## config.mk

```make
export PLATFORM = sky130hd
export DESIGN_NAME = seg_scan_driver
export DESIGN_NICKNAME = d
export VERILOG_FILES = /design/src/rtl/seg_pkg.sv /design/src/rtl/seg7_decode.sv /design/src/rtl/seg_scan_driver.sv
export SDC_FILE = /design/constraint.sdc
export NUM_CORES = 1
export LEC_CHECK = 0
export CAP_MARGIN = 0
export CORE_MARGIN = 2
export CORE_UTILIZATION = 62
export CTS_CLUSTER_SIZE = 24
export DETAILED_ROUTE_END_ITERATION = 8
export GPL_TIMING_DRIVEN = 0
export PLACE_DENSITY_LB_ADDON = 0.2
export RECOVER_POWER = 100
export REMOVE_ABC_BUFFERS = 1
export SYNTH_ARGS = -nofsm -noshare
export SYNTH_HDL_FRONTEND = slang
export SYNTH_SLANG_ARGS = --single-unit
export TNS_END_PERCENT = 20
```

## constraint.sdc

```tcl
create_clock -name clk_in -period 4.4 [get_ports clk_in]
set_input_delay 0.66 -clock clk_in [delete_from_list [all_inputs] [get_ports clk_in]]
set_output_delay 0.66 -clock clk_in [all_outputs]
set_load 0.01 [all_outputs]
```

## src/rtl/seg_pkg.sv

```systemverilog
// Shared constants and types for the two-digit seven-segment scan driver.
package seg_pkg;

  localparam int SEG_W = 7;

  localparam logic [SEG_W-1:0] SEG_BLANK = 7'h00;
  localparam logic [SEG_W-1:0] SEG_DASH  = 7'h40;

  // Segment patterns {g,f,e,d,c,b,a}, indexed by value; 10-15 show a dash.
  localparam logic [15:0][SEG_W-1:0] SEG_LUT = {
    SEG_DASH, SEG_DASH, SEG_DASH, SEG_DASH, SEG_DASH, SEG_DASH,
    7'h6F, 7'h7F, 7'h07, 7'h7D, 7'h6D,
    7'h66, 7'h4F, 7'h5B, 7'h06, 7'h3F
  };

  typedef enum logic {
    DIG_ONES = 1'b0,
    DIG_TENS = 1'b1
  } dig_sel_e;

endpackage

```

## src/rtl/seg7_decode.sv

```systemverilog
// Combinational BCD to seven-segment decode; non-BCD values show a dash.
module seg7_decode
  import seg_pkg::*;
(
  input  logic [3:0]       bcd_i,
  output logic [SEG_W-1:0] seg_o
);

  assign seg_o = SEG_LUT[bcd_i];

endmodule

```

## src/rtl/seg_scan_driver.sv

```systemverilog
// Two-digit multiplexed seven-segment driver with shadow capture,
// leading-zero blanking and blink.
module seg_scan_driver
  import seg_pkg::*;
#(
  parameter int CLK_HZ   = 100000000,
  parameter int SCAN_HZ  = 1000,
  parameter int BLINK_HZ = 2
) (
  input  logic             clk_in,
  input  logic             rst,
  input  logic             load,
  input  logic [3:0]       bcd_tens,
  input  logic [3:0]       bcd_ones,
  input  logic             blank_lead,
  input  logic             blink_en,
  output logic [SEG_W-1:0] seg,
  output logic [1:0]       dig_en
);

  localparam int SCAN_DIV  = CLK_HZ / SCAN_HZ;
  localparam int BLINK_DIV = CLK_HZ / (2 * BLINK_HZ);
  localparam int SCAN_CW   = (SCAN_DIV > 1) ? $clog2(SCAN_DIV) : 1;
  localparam int BLINK_CW  = (BLINK_DIV > 1) ? $clog2(BLINK_DIV) : 1;

  logic [SCAN_CW-1:0]  scan_cnt_q, scan_cnt_d;
  logic [BLINK_CW-1:0] blink_cnt_q, blink_cnt_d;
  logic                blink_phase_q, blink_phase_d;
  dig_sel_e            sel_q, sel_d;
  logic [3:0]          tens_q, tens_d;
  logic [3:0]          ones_q, ones_d;
  logic [SEG_W-1:0]    seg_q, seg_d;
  logic                scan_wrap;
  logic [3:0]          cur_bcd;
  logic [SEG_W-1:0]    dec_seg;

  seg7_decode u_decode (
    .bcd_i (cur_bcd),
    .seg_o (dec_seg)
  );

  // seg is built from the next select so it changes on the same edge as
  // dig_en; the shadow feeding it is the registered copy (one cycle latency).
  always_comb begin
    scan_wrap     = (scan_cnt_q == SCAN_CW'(SCAN_DIV - 1));
    scan_cnt_d    = scan_wrap ? '0 : scan_cnt_q + SCAN_CW'(1);
    sel_d         = sel_q;
    if (scan_wrap) begin
      sel_d = (sel_q == DIG_ONES) ? DIG_TENS : DIG_ONES;
    end

    blink_cnt_d   = '0;
    blink_phase_d = 1'b0;
    if (blink_en) begin
      if (blink_cnt_q == BLINK_CW'(BLINK_DIV - 1)) begin
        blink_cnt_d   = '0;
        blink_phase_d = ~blink_phase_q;
      end else begin
        blink_cnt_d   = blink_cnt_q + BLINK_CW'(1);
        blink_phase_d = blink_phase_q;
      end
    end

    tens_d = load ? bcd_tens : tens_q;
    ones_d = load ? bcd_ones : ones_q;

    cur_bcd = (sel_d == DIG_TENS) ? tens_q : ones_q;
    seg_d   = dec_seg;
    if ((sel_d == DIG_TENS) && blank_lead && (tens_q == 4'd0)) begin
      seg_d = SEG_BLANK;
    end
    if (blink_en && blink_phase_q) begin
      seg_d = SEG_BLANK;
    end
  end

  always_ff @(posedge clk_in) begin
    if (rst) begin
      scan_cnt_q    <= '0;
      sel_q         <= DIG_ONES;
      blink_cnt_q   <= '0;
      blink_phase_q <= 1'b0;
      tens_q        <= 4'd0;
      ones_q        <= 4'd0;
      seg_q         <= SEG_BLANK;
    end else begin
      scan_cnt_q    <= scan_cnt_d;
      sel_q         <= sel_d;
      blink_cnt_q   <= blink_cnt_d;
      blink_phase_q <= blink_phase_d;
      tens_q        <= tens_d;
      ones_q        <= ones_d;
      seg_q         <= seg_d;
    end
  end

  assign seg    = seg_q;
  assign dig_en = {sel_q == DIG_TENS, sel_q == DIG_ONES};

endmodule
```

# Yosys cells after proc, flatten, opt, wreduce, memory -nomap -nowiden
# Memories as Yosys holds them, arrays and structs flattened. A register that Yosys moved wholly into a read port is not among the register bits.
# Cells that the tools add are included.
# op_classes
muxes	3
bitwise	3
n_eq_ne	2
addsub	2
n_reduce_logical	8
# ops
operator	n
$add 25x1->25 const B	1
$eq 25x25->1 const B	1
$add 17x1->17 const B	1
$eq 17x17->1 const B	1
$reduce_or 3->1	2
$logic_not 4->1	1
$mux 4	1
$reduce_or 2->1	2
$logic_and 1x1->1	3
$not 1->1	3
$mux 1	2
# word_totals
word_cells	25
input_bits	13
out_inout_bits	9
regBits	52
mem_bits_ro	112
n_memories	1
# memory_table
name	words	width	read_ports	rd_clocked_by_memory_dff	write_ports	line_no	text
(name not given)	16	7	1	1	0	seg7_decode.sv:9	assign seg_o = SEG_LUT[bcd_i];

# Longest topological paths before layout
# Gate-level depths: netlist (run 1).
# logic_depth
depth_word	5
mapped_depth	12
depth_no_buf	11

# By module
# From an unflattened synthesis (run 1), not the netlist that was laid out.
# hier_totals
hier_cells	311
hier_area_um2	2775.2
# modules_own_cells
module	cells_per_inst	seq_area_each_um2	instances	area_each_um2
seg_scan_driver	282	1181.1	1	2547.4
seg7_decode	29	0.0	1	227.7

# Least setup slack after synthesis (run 1)
# No wires, ideal clock.
# synth_timing
path_kind	register to register
from	reg scan_cnt_q[14]
to	reg seg_q[3] (netlist: seg[3])
synth_period_minus_slack_ps	2625
stages_incl_launch_ff	10
t_required_ps	4326
arrival_ps	2551
path_buffers	1
setup_slack_ps	1775
setup_time_ps	74
path_cell_list	dfxtp_1 > or4_4 > nor4_4 > xnor2_1 > buf_2 > nor2_1 > a21o_1 > ha_1 > or3b_1 > a31oi_1
# synth_via
elab_chain_cells	5
word_cells_on_any_way	6
cone_classes	eq/ne (1); mux (2); reduce/logical (3)
# synth_rtl
element	line_no	text
from (decl)	seg_scan_driver.sv:26	logic [SCAN_CW-1:0] scan_cnt_q, scan_cnt_d;
from (signal assigned)	seg_scan_driver.sv:87	scan_cnt_q <= scan_cnt_d;
$eq 17x17->1 (*)	seg_scan_driver.sv:45	scan_wrap = (scan_cnt_q == SCAN_CW'(SCAN_DIV - 1));
$mux 1 (*)	seg_scan_driver.sv:48	if (scan_wrap) begin
$logic_and 1x1->1 (2 in a row)	seg_scan_driver.sv:69	if ((sel_d == DIG_TENS) && blank_lead && (tens_q == 4'd0)) begin
$reduce_or 3->1 (no source line)	-	
to (decl)	seg_scan_driver.sv:32	logic [SEG_W-1:0] seg_q, seg_d;
# Mark *: on every way between the ends. The rest lies on a longest branch, timed or not.
# A chain may end at the register's enable or synchronous reset.

# Worst setup path in the final report (run 1)
# layout_timing
from	reg scan_cnt_q[14]
to	reg seg_q[4] (netlist: seg[4])
# Same word-level chain as after synthesis.

==> results of run 1 <==
[power groups by stage]
stage,sequential (mW),clock [mW],combinational [mW]
floorplan,0.573,0,0.0437
global placement,0.573,0,0.0811
detailed placement,0.573,0,0.0828
CTS,0.561,0.516,0.0839
global route,0.562,0.547,0.0908
finish,0.561,0.509,0.0805
[stage by stage]
stage / worst slack [ps] / area (µm²) / power [mW]
floorplan: 1714 / 2764 / 0.6167
global placement: 1370 / 3039 / 0.6538
detailed placement: 1348 / 3039 / 0.6560
CTS: 1288 / 3246 / 1.162
global route: 548.3 / 3228 / 1.200
finish: 874.2 / 3228 / 1.150
[cell families (layout without fill, tap and decap cells)]
kind of cell,after synthesis,after routing
multiplexers,16,16
XOR/XNOR,40,40
buffers and inverters,27,48
AND/OR/NAND/NOR,150,150
adder cells (fa/ha/maj),8,8
flip-flops,59,59
AO/OA/AOI/OAI,26,26
[final cells by class]
type	count	area share (%)
clock buffers	15	5.465
clock inverters	1	0.9302
inverters	11	1.279
multi-input cells	240	47.21
flip-flops and latches	59	36.59
well taps	52	2.016
repair buffers	21	6.512
[sequential cells by signal, summed over array words and instances, names as in the netlist]
register / count
ones_q: 4
blink_cnt_q: 25
scan_cnt_q: 17
tens_q: 4
seg: 7
sel_q: 1
blink_phase_q: 1
[worst max-delay path: cells and delay by family (launching register included)]
family / cells / cell delay [ps]
and+or+nand+nor: 4 / 1720
AOI/OAI and AO/OA: 3 / 560
xor gates and xnor gates: 1 / 510
DFF: 1 / 330
adders and majority gates: 1 / 310
[worst min path at each step]
| stage | from | cells after the start | end |
|---|---|---|---|
| CTS | scan_cnt_q[0] | 1 | scan_cnt_q[0] |
| finish | scan_cnt_q[0] | 1 | scan_cnt_q[0] |
| detailed placement | scan_cnt_q[0] | 1 | scan_cnt_q[0] |
| global route | blink_cnt_q[0] | 1 | blink_cnt_q[0] |
| floorplan | blink_cnt_q[0] | 1 | blink_cnt_q[0] |
| global placement | blink_cnt_q[0] | 1 | blink_cnt_q[0] |
[layer usage]
layer  share of wire [%]  GRT usage (%)
met1                  46          29.82
met4                0.50          8.176
met2                  49          39.30
met5                   0              0
met3                 4.2          7.173
[cells in the mapped netlist (2+ instances only)]
cell and instances:
nor2_1 63, dfxtp_1 59, xnor2_1 20, xor2_1 20, nand2_1 17, nand3_1 15
mux2i_1 14, nand4_1 12, clkbuf_1 11, inv_1 11, or3_1 10, ha_1 8
a21oi_1 7, a31oi_1 6, nor3_1 5, o21ai_0 5, and3_1 4, and4_1 3
buf_2 3, nor4_1 3, a21o_1 2, mux2_2 2, nand2b_1 2, nand3b_1 2
nor2b_1 2, nor4b_1 2, o21bai_1 2
[cells in the final DEF, fill, tap and decap left out, types with 3 or more instances in the layout]
master            n
nor4_1            4
clkbuf_8         12
dfxtp_1          59
a21oi_1           7
clkdlybuf4s50_1  10
nor2_1           63
dlygate4sd3_1    11
ha_1              8
xor2_1           20
a31oi_1           6
nand3_1          15
inv_1            11
xnor2_1          20
nor3_1            5
clkbuf_1          3
o21ai_0           5
or3_1            10
and4_1            3
nand2_1          17
mux2i_1          14
nand4_1          12
and3_1            4
==> impl_results.md, run 1 <==
- Status: complete, no violations
- IO Pins: 22
- Setup Skew: 7.418 ps
- Sequential-to-total area share from yosys stat: 41.60%
- Die height: between 70 and 80 µm
- Yosys Warn Count: 0
- Max stage delay cell, worst path: or4_2
- Synthesized area per cell: 8.709 µm²
- Crit. End Element: register
- FF+latch count, synth: 59
- Initial Utilization: approximately two thirds
- CTS tree: built
- Routed len/inst: 13.52 µm
- Rows: 24
- Synth Instances: 326
- Mapped Area: 2839 µm²
- Core Region: 4384 µm²
- Clock slew seen by the registers of the worst setup and hold paths: 60 ps
- Worst min path class: reg2reg
- Power per standard cell area: 356.4 nW/µm²
- Initial antenna violation count: 0
- # port buffers: 21
- Dpl cells: 383
- Hold-fix buffer count after cts: 0
- Ant diodes: 0
- Worst reg2reg endpoint: seg[4]
- Placer Congestion: 0.8133
- Pins Over Slew Limit: 0
- WP data arrival: 3750 ps
- Chip width: ~72 µm
- Post-DP HPWL: 3704 µm
- # setup viols final: 0
- Post-cts sizing count: 0
- Fmax: 0.2836 GHz
- Cell mode on critical path: a21oi_1
- Main combinational cell family by area after synthesis: simple AND/OR/NAND/NOR gates
- Storage cell area: ~1200 µm²
- Die area: about 5100 µm²
- Reg2Reg Launch Point: scan_cnt_q[14]
- Gate power share: 7.0%
- Clk buf depth: 2
- Vias: about 2200
- CP required: 4630 ps
- CP endpoint: seg[4]
- Ys flop type: dfxtp_1
- Largest net degree at the start of global routing: 26
- Synth unique cells: 43
- Min Hold Slack: 462.1 ps
- Final Hold Viols: 0
- Drt via density: 5.576
- Critical path class: reg2reg
- Switching power: 252.4 µW
- Maximum VDD drop: 0.0002436 V
- Adder-cell share of the synthesized area: 3.526%
- GR Overflow Total: 0
- Setup TNS: 0 ps
- RSZ-0062 raised after global routing: false
- CP cell instances: or4_2 > nor4_1 > xnor2_1 > nor2_1 > a21oi_1 > ha_1 > a21oi_1 > or3_1 > a31oi_1
- Final ANT Viol Nets: 0
- Startpoint class of the critical path: register
- Top cells by area, synth: dfxtp_1, nor2_1, xnor2_1, xor2_1, mux2i_1
- Mux share of post-synthesis cell area: between 5 and 6%
- Initial DRC Count: 104
- Slew Limit Headroom: 14.38%
- Slowest stage delay, CP: 660 ps
- Tightest Pin Transition: 1266 ps
- Nets@finish: 363
- Cell taking the most area after synthesis: dfxtp_1
- H-tree levels: 3
- Compound-Gate Fraction of Synth Area: 5.729%
- Int Power: 898.0 µW
- Crit path launch: scan_cnt_q[14]
- Fillers: 337
- # DRC: 0
- Register share of total power: 48.8%
- Xor-xnor portion of the synthesized cell area: 12.34%
- Area Growth Syn to Fin: 13.71%
- Vias in the first global route: 2210
- P_leak: 1.165 nW
- Global-route wire length before repair: 9735 µm
- Path depth of the worst reg2reg path: 9
- Clock Power Share: 44.2%
- Minimum clock period: about 3500 ps
- TritonCTS buffer count: 9
- Async SR Flop Fraction: 0%
- Share of layout cells above drive strength 1: 4.611%
- Sw Ratio: 21.94%
- Multi-input gate area: 1524 µm²
- Worst Path Max Fanout: 11
- Initial DRT Pass Iterations: 5
- Share of the synthesized area in the top cell type: 41.60%
- Tcrit/Tclk final: 80.13%
- Post-CTS Setup Repair Bufs: 0
- Reg2Reg Setup Slack: between 800 and 900 ps
- Worst skew pair latency: 330 ps
- Detailed Route WL: 5394 µm
- Non-filler instance count after layout: 399
- Max-capacitance violation count: 0
- Final core utilization: 73.63%
- Simple-gate area share of the yosys netlist: 26.97%
- TritonCTS Sinks: 59
- CTS root buffer: clkbuf_8
- Total GRT Usage: 23.87%
- Number of flops mapped to enable cells by yosys: 0
No activity file was read; power rests on OpenSTA's default activity.
==> run 2, diff against run 1 <==
--- a/config.mk
+++ b/config.mk
@@ -7,7 +7,7 @@
 export LEC_CHECK = 0
 export CAP_MARGIN = 0
 export CORE_MARGIN = 2
-export CORE_UTILIZATION = 62
+export CORE_UTILIZATION = 52
 export CTS_CLUSTER_SIZE = 24
 export DETAILED_ROUTE_END_ITERATION = 8
 export GPL_TIMING_DRIVEN = 0
==> constraint.sdc (replaced) <==
create_clock -name clk_in -period 2.84 [get_ports clk_in]
set_input_delay 0.426 -clock clk_in [delete_from_list [all_inputs] [get_ports clk_in]]
set_output_delay 0.426 -clock clk_in [all_outputs]
set_load 0.01 [all_outputs]
==> impl_results.md, run 2 (same netlist as run 1, synthesis figures left out) <==
- CP required: 3100 ps (-1530 ps)
- Clk buf depth: 2 (unchanged)
- P_leak: 1.191 nW (+2.2%)
- Tcrit/Tclk final: 96.99% (+17 points)
- Maximum VDD drop: 0.0003463 V (+42%)
- Initial DRT Pass Iterations: 4 (-1)
- Gate power share: 7.3% (+0.3 points)
- Int Power: 1.314 mW (+46%)
- Final instance area: 3337 µm² (+3.4%)
- Clock slew seen by the registers of the worst setup and hold paths: 70 ps (about the same)
- Path depth of the worst reg2reg path: 9 (unchanged)
- Rows: 26 (+8.3%)
- Die height: 77.89 µm (+8.7%)
- Most frequent cells in the layout: nor2_1, dfxtp_1, xor2_1
- Final ANT Viol Nets: 0 (unchanged)
- Slew Limit Headroom: 21.63% (+7.2 points)
- CTS root buffer: clkbuf_8
- # DRC: 0 (unchanged)
- Share of layout cells above drive strength 1: 8.547% (+3.9 points)
- GR Overflow Total: 0 (unchanged)
- Routed len/inst: 12.54 µm (-7.2%)
- # setup viols final: 0 (unchanged)
- Largest net degree at the start of global routing: 26 (unchanged)
- Status: complete, no violations
- TritonCTS Sinks: 59 (unchanged)
- Die area: 6067 µm² (+18%)
- WP data arrival: 3020 ps (-730 ps)
- Most common cell after layout, fill and taps aside: nor2_1
- Core Region: 5172 µm² (+18%)
- Placer Congestion: 0.8501 (+4.5%)
- Area Growth Syn to Fin: 17.54%
- Sw Ratio: 24.10% (+2.2 points)
- Tightest Pin Transition: 1159 ps (-107.2 ps)
- Total GRT Usage: 19.75% (-4.1 points)
- Startpoint class of the critical path: register
- Worst skew pair latency: 340 ps (about the same)
- Final Hold Viols: 0 (unchanged)
- Hold-fix buffer count after cts: 0 (unchanged)
- H-tree levels: 3 (unchanged)
- Max reg flops: 25 (unchanged)
- Critical path class: reg2reg
- Minimum clock period: 2755 ps (-771.1 ps)
- Setup Skew: 7.429 ps (+0.01154 ps)
- Drt via density: 5.254 (-5.8%)
- Non-filler instance count after layout: 421 (+5.5%)
- Most flops, register: blink_cnt_q
- Post-DP HPWL: 3573 µm (-3.6%)
- Worst Path Max Fanout: 7 (-4)
- Pins Over Slew Limit: 0 (unchanged)
- Power per standard cell area: 518.7 nW/µm² (+46%)
- Initial antenna violation count: 0 (unchanged)
- Initial Utilization: 54.89% (-9.9 points)
- Hold Path Depth: 1 (unchanged)
- Initial DRC Count: 81 (-22%)
- Global-route wire length before repair: 9542 µm (-2.0%)
- Fmax: 0.3630 GHz (+28%)
- Max-capacitance violation count: 0 (unchanged)
- CTS tree: built
- Fillers: 424 (+26%)
- Dpl cells: 401 (+4.7%)
- Vias in the first global route: 2177 (-1.5%)
- Switching power: 417.1 µW (+65%)
- # port buffers: 21 (unchanged)
- Area after DPL: 3062 µm² (+0.74%)
- Ant diodes: 0 (unchanged)
- Worst min path class: reg2reg
- Detailed Route WL: 5279 µm (-2.1%)
- Nets@finish: 367 (+1.1%)
- Clock Power Share: 42.5% (-1.7 points)
- Vias: 2212 (-0.58%)
- Chip width: 77.89 µm (+8.7%)
- IO Pins: 22 (unchanged)
- Register share of total power: 50.3% (+1.5 points)
- TritonCTS buffer count: 9 (unchanged)
- Crit. End Element: register
## run 2: cell count changes in the layout (fill, tap and decap cells not counted), sizes merged
cell / before / now
clkinv: 0 / 4
buf: 0 / 4
clkbuf: 15 / 9
clkinvlp: 0 / 2
dlygate4sd3: 11 / 10
clkdlybuf4s50: 10 / 11
## run 2: per-stage QoR
step	hold WS (ps)	TNS (ps)	util, %	worst slack (ps)	total power, mW
after floorplan	429.7	0	-	153.8	0.9555
after global placement	442.2	-765.0	59.19	-226.4	1.014
after detailed placement	460.1	-1062	59.19	-290.4	1.017
after CTS	476.4	0	63.86	5.614	1.758
after global routing	510.3	-10.73	64.51	-8.692	1.813
final	468.0	0	64.51	85.37	1.731
## run 2: path summary, 6_finish.rpt
path / start / to / slack, ps
setup / recovery: scan_cnt_q[12] / seg[3] / 90
hold / removal: scan_cnt_q[0] / scan_cnt_q[0] / 470
setup reg to reg: scan_cnt_q[12] / seg[3] / 90
hold reg to reg: scan_cnt_q[0] / scan_cnt_q[0] / 470
## run 2: power by group through the flow
stage          clock, mW  sequential [mW]  combinational (mW)
2_1_floorplan          0            0.888              0.0678
3_3_place_gp           0            0.887               0.127
3_5_place_dp           0            0.888               0.129
4_1_cts            0.758            0.870               0.130
5_1_grt            0.800            0.872               0.141
6_report           0.735            0.870               0.126
## run 2: critical path, cell delays in order (launching register included)
cell and delay [ps]:
dfxtp_1 340, or4b_4 560, nor4_4 280, buf_6 180, xnor2_4 170, nor2_1 120
a21o_1 200, ha_1 330, or3b_1 350, a31oi_1 160
## run 2: what timing repair did
action                     4_1_cts  5_1_grt
setup endpoints to repair        6        6
buffers inserted                 1        3
pin swaps                        1        3
resized for setup                5        4
## run 2: area by class of cell
cell class / count / area, µm² / area share [%]
multi-input cells: 240 / 1590 / 47.66
flip-flops and latches: 59 / 1181 / 35.40
clock buffers: 9 / 123.9 / 3.712
well taps: 70 / 87.58 / 2.625
repair buffers: 25 / 244.0 / 7.312
clock inverters: 7 / 68.82 / 2.062
inverters: 11 / 41.29 / 1.237
## run 2: layer usage
metal	vias up	GRT usage, %	share of wire (%)
met1	1022	24.16	48
met2	28	32.07	47
li1	1154	-	-
met5	-	0	0
met3	8	6.744	3.5
met4	0	7.544	1.3
==> run 3, diff against run 2 <==
--- a/config.mk
+++ b/config.mk
@@ -11,9 +11,10 @@
 export CTS_CLUSTER_SIZE = 24
 export DETAILED_ROUTE_END_ITERATION = 8
 export GPL_TIMING_DRIVEN = 0
-export PLACE_DENSITY_LB_ADDON = 0.2
+export PLACE_DENSITY = 0.82
 export RECOVER_POWER = 100
 export REMOVE_ABC_BUFFERS = 1
+export SLEW_MARGIN = 20
 export SYNTH_ARGS = -nofsm -noshare
 export SYNTH_HDL_FRONTEND = slang
 export SYNTH_SLANG_ARGS = --single-unit
==> impl_results.md, run 3 (same netlist as run 1, synthesis figures left out) <==
- Fmax: 0.3646 GHz (+0.44%)
- Slew Limit Headroom: 53.49% (+32 points)
- Global-route wire length before repair: 9618 µm (+0.80%)
- CP cell instances: or4b_4 > nor4_4 > buf_6 > xnor2_4 > nand2_1 > and2_4 > ha_1 > or3_1 > a31oi_1
- Final Hold Viols: 0 (unchanged)
- Hold path startpoint: blink_cnt_q[0]
- IO Pins: 22 (unchanged)
- Reg2Reg Setup Slack: 100 ps (about the same)
- TritonCTS buffer count: 9 (unchanged)
- Most common cell after layout, fill and taps aside: nor2_1
- TritonCTS Sinks: 59 (unchanged)
- Multi-input gate area: 1633 µm² (+2.7%)
- Area Growth Syn to Fin: 18.86%
- Routed len/inst: 13.52 µm (+7.9%)
- Crit. End Element: register
- CTS tree: built
- Ant diodes: 0 (unchanged)
- Initial antenna violation count: 0 (unchanged)
- CP bufs+invs: 1 (unchanged)
- Initial Utilization: 54.89% (unchanged)
- WP data arrival: 3010 ps (about the same)
- Max stage delay cell, worst path: or4b_4
- Setup Skew: 7.210 ps (-0.2191 ps)
- Startpoint class of the critical path: register
- Maximum VDD drop: 0.0004388 V (+27%)
- Tcrit/Tclk final: 96.57% (-0.43 points)
- Share of layout cells above drive strength 1: 10.23% (+1.7 points)
- Power per standard cell area: 505.4 nW/µm² (-2.6%)
- Critical path class: reg2reg
- Worst reg2reg endpoint: seg[0]
- Initial DRC Count: 79 (-2.5%)
- GR Overflow Total: 0 (unchanged)
- Drt via density: 5.438 (+3.5%)
- Reg2Reg Launch Point: scan_cnt_q[15]
- # setup viols final: 0 (unchanged)
- Clk buf depth: 2 (unchanged)
- Max-capacitance violation count: 0 (unchanged)
- Fillers: 424 (unchanged)
- Post-DP HPWL: 3700 µm (+3.6%)
- Max reg flops: 25 (unchanged)
- CP endpoint: seg[0]
- Slowest stage delay, CP: 500 ps (-60 ps)
- Placer Congestion: 0.8315 (-2.2%)
- Initial DRT Pass Iterations: 4 (unchanged)
- Worst Path Max Fanout: 14 (+7)
- Most flops, register: blink_cnt_q
- Worst min path class: reg2reg
- Clock slew seen by the registers of the worst setup and hold paths: 70 ps (about the same)
- Min Hold Slack: 460.0 ps (-7.969 ps)
- Die area: 6067 µm² (unchanged)
- Setup TNS: 0 ps (unchanged)
- Detailed Route WL: 5707 µm (+8.1%)
- Nets@finish: 368 (+0.27%)
- Minimum clock period: 2743 ps (-12.13 ps)
- Total GRT Usage: 20.21% (+0.46 points)
- Largest net degree at the start of global routing: 26 (unchanged)
- Vias in the first global route: 2262 (+3.9%)
- Storage cell area: 1181 µm² (unchanged)
- Chip width: 77.89 µm (unchanged)
- Crit path launch: scan_cnt_q[15]
- CP delay by family, top: simple AND/OR/NAND/NOR gates
- Status: complete, no violations
- Vias: 2295 (+3.8%)
- H-tree levels: 3 (unchanged)
- RSZ-0062 raised after global routing: true
- Final ANT Viol Nets: 0 (unchanged)
- CTS root buffer: clkbuf_8
- CP required: 3110 ps (about the same)
- Core Region: 5172 µm² (unchanged)
- Tightest Pin Transition: 695.8 ps (-463.4 ps)
- WP depth: 9 (unchanged)
- Worst skew pair latency: 350 ps (about the same)
- P_leak: 1.195 nW (+0.37%)
- Most frequent cells in the layout: nor2_1, dfxtp_1, xor2_1
- Path depth of the worst reg2reg path: 9 (unchanged)
- Pins Over Slew Limit: 0 (unchanged)
- # DRC: 0 (unchanged)
- Rows: 26 (unchanged)
- # port buffers: 21 (unchanged)
- Die height: 77.89 µm (unchanged)
[run 3: final cells by class]
type / instances / share of cell area (%)
Multi-Input combinational cell: 240 / 48.39
Sequential cell: 59 / 35.00
Timing Repair Buffer: 26 / 7.453
Clock buffer: 12 / 4.598
Tap cell: 70 / 2.595
Inverter: 11 / 1.224
Clock inverter: 4 / 0.7416
[run 3: metrics by stage]
| step | setup WS (ps) | cells | utilization, % | power (mW) | instance area [µm²] |
|---|---|---|---|---|---|
| floorplan | 153.8 | 310 | - | 0.9555 | 2764 |
| global placement | -193.3 | 401 | 59.19 | 1.012 | 3062 |
| detailed placement | -289.7 | 401 | 59.31 | 1.017 | 3068 |
| CTS | 38.17 | 418 | 63.93 | 1.721 | 3307 |
| global route | -17.03 | 422 | 65.24 | 1.772 | 3374 |
| finish | 97.50 | 422 | 65.24 | 1.706 | 3374 |
[run 3: worst min-delay path by stage]
| stage | cells after the start | endpoint | slack [ps] |
|---|---|---|---|
| 4_1_cts | 1 | blink_cnt_q[0] | 470 |
| 6_report | 1 | blink_cnt_q[0] | 460 |
| 5_1_grt | 1 | blink_cnt_q[0] | 510 |
| 2_1_floorplan | 1 | blink_cnt_q[0] | 430 |
| 3_5_place_dp | 1 | blink_cnt_q[0] | 450 |
| 3_3_place_gp | 1 | blink_cnt_q[0] | 440 |
[run 3: metal layers]
layer,global-route usage (%),wire length [µm],share of wire (%)
met5,0,0,0
met4,13.33,185,3.2
met2,33.45,2758,48
met1,22.35,2511,44
met3,6.047,251,4.4
[run 3: report_power, final]
group	leakage, nW	internal, mW	switching, mW
Combinational	0.627	0.0677	0.0648
Sequential	0.480	0.849	0.0218
Clock	0.0884	0.361	0.342
[run 3: what timing repair did]
item                       in CTS  in global routing
setup buffers                   1                  4
hold endpoints to repair        0                  0
hold buffers                    0                  0
setup endpoints to repair       6                  5
resized for setup               8                  6
pin swaps                       1                  5
[run 3: worst register-to-register path, cell delays in order, from the launching register on]
cell	delay [ps]
dfxtp_1	400
or4b_4	500
nor4_4	290
buf_6	180
xnor2_4	210
nand2_1	130
and2_4	180
ha_1	210
or3_1	390
a31oi_1	180
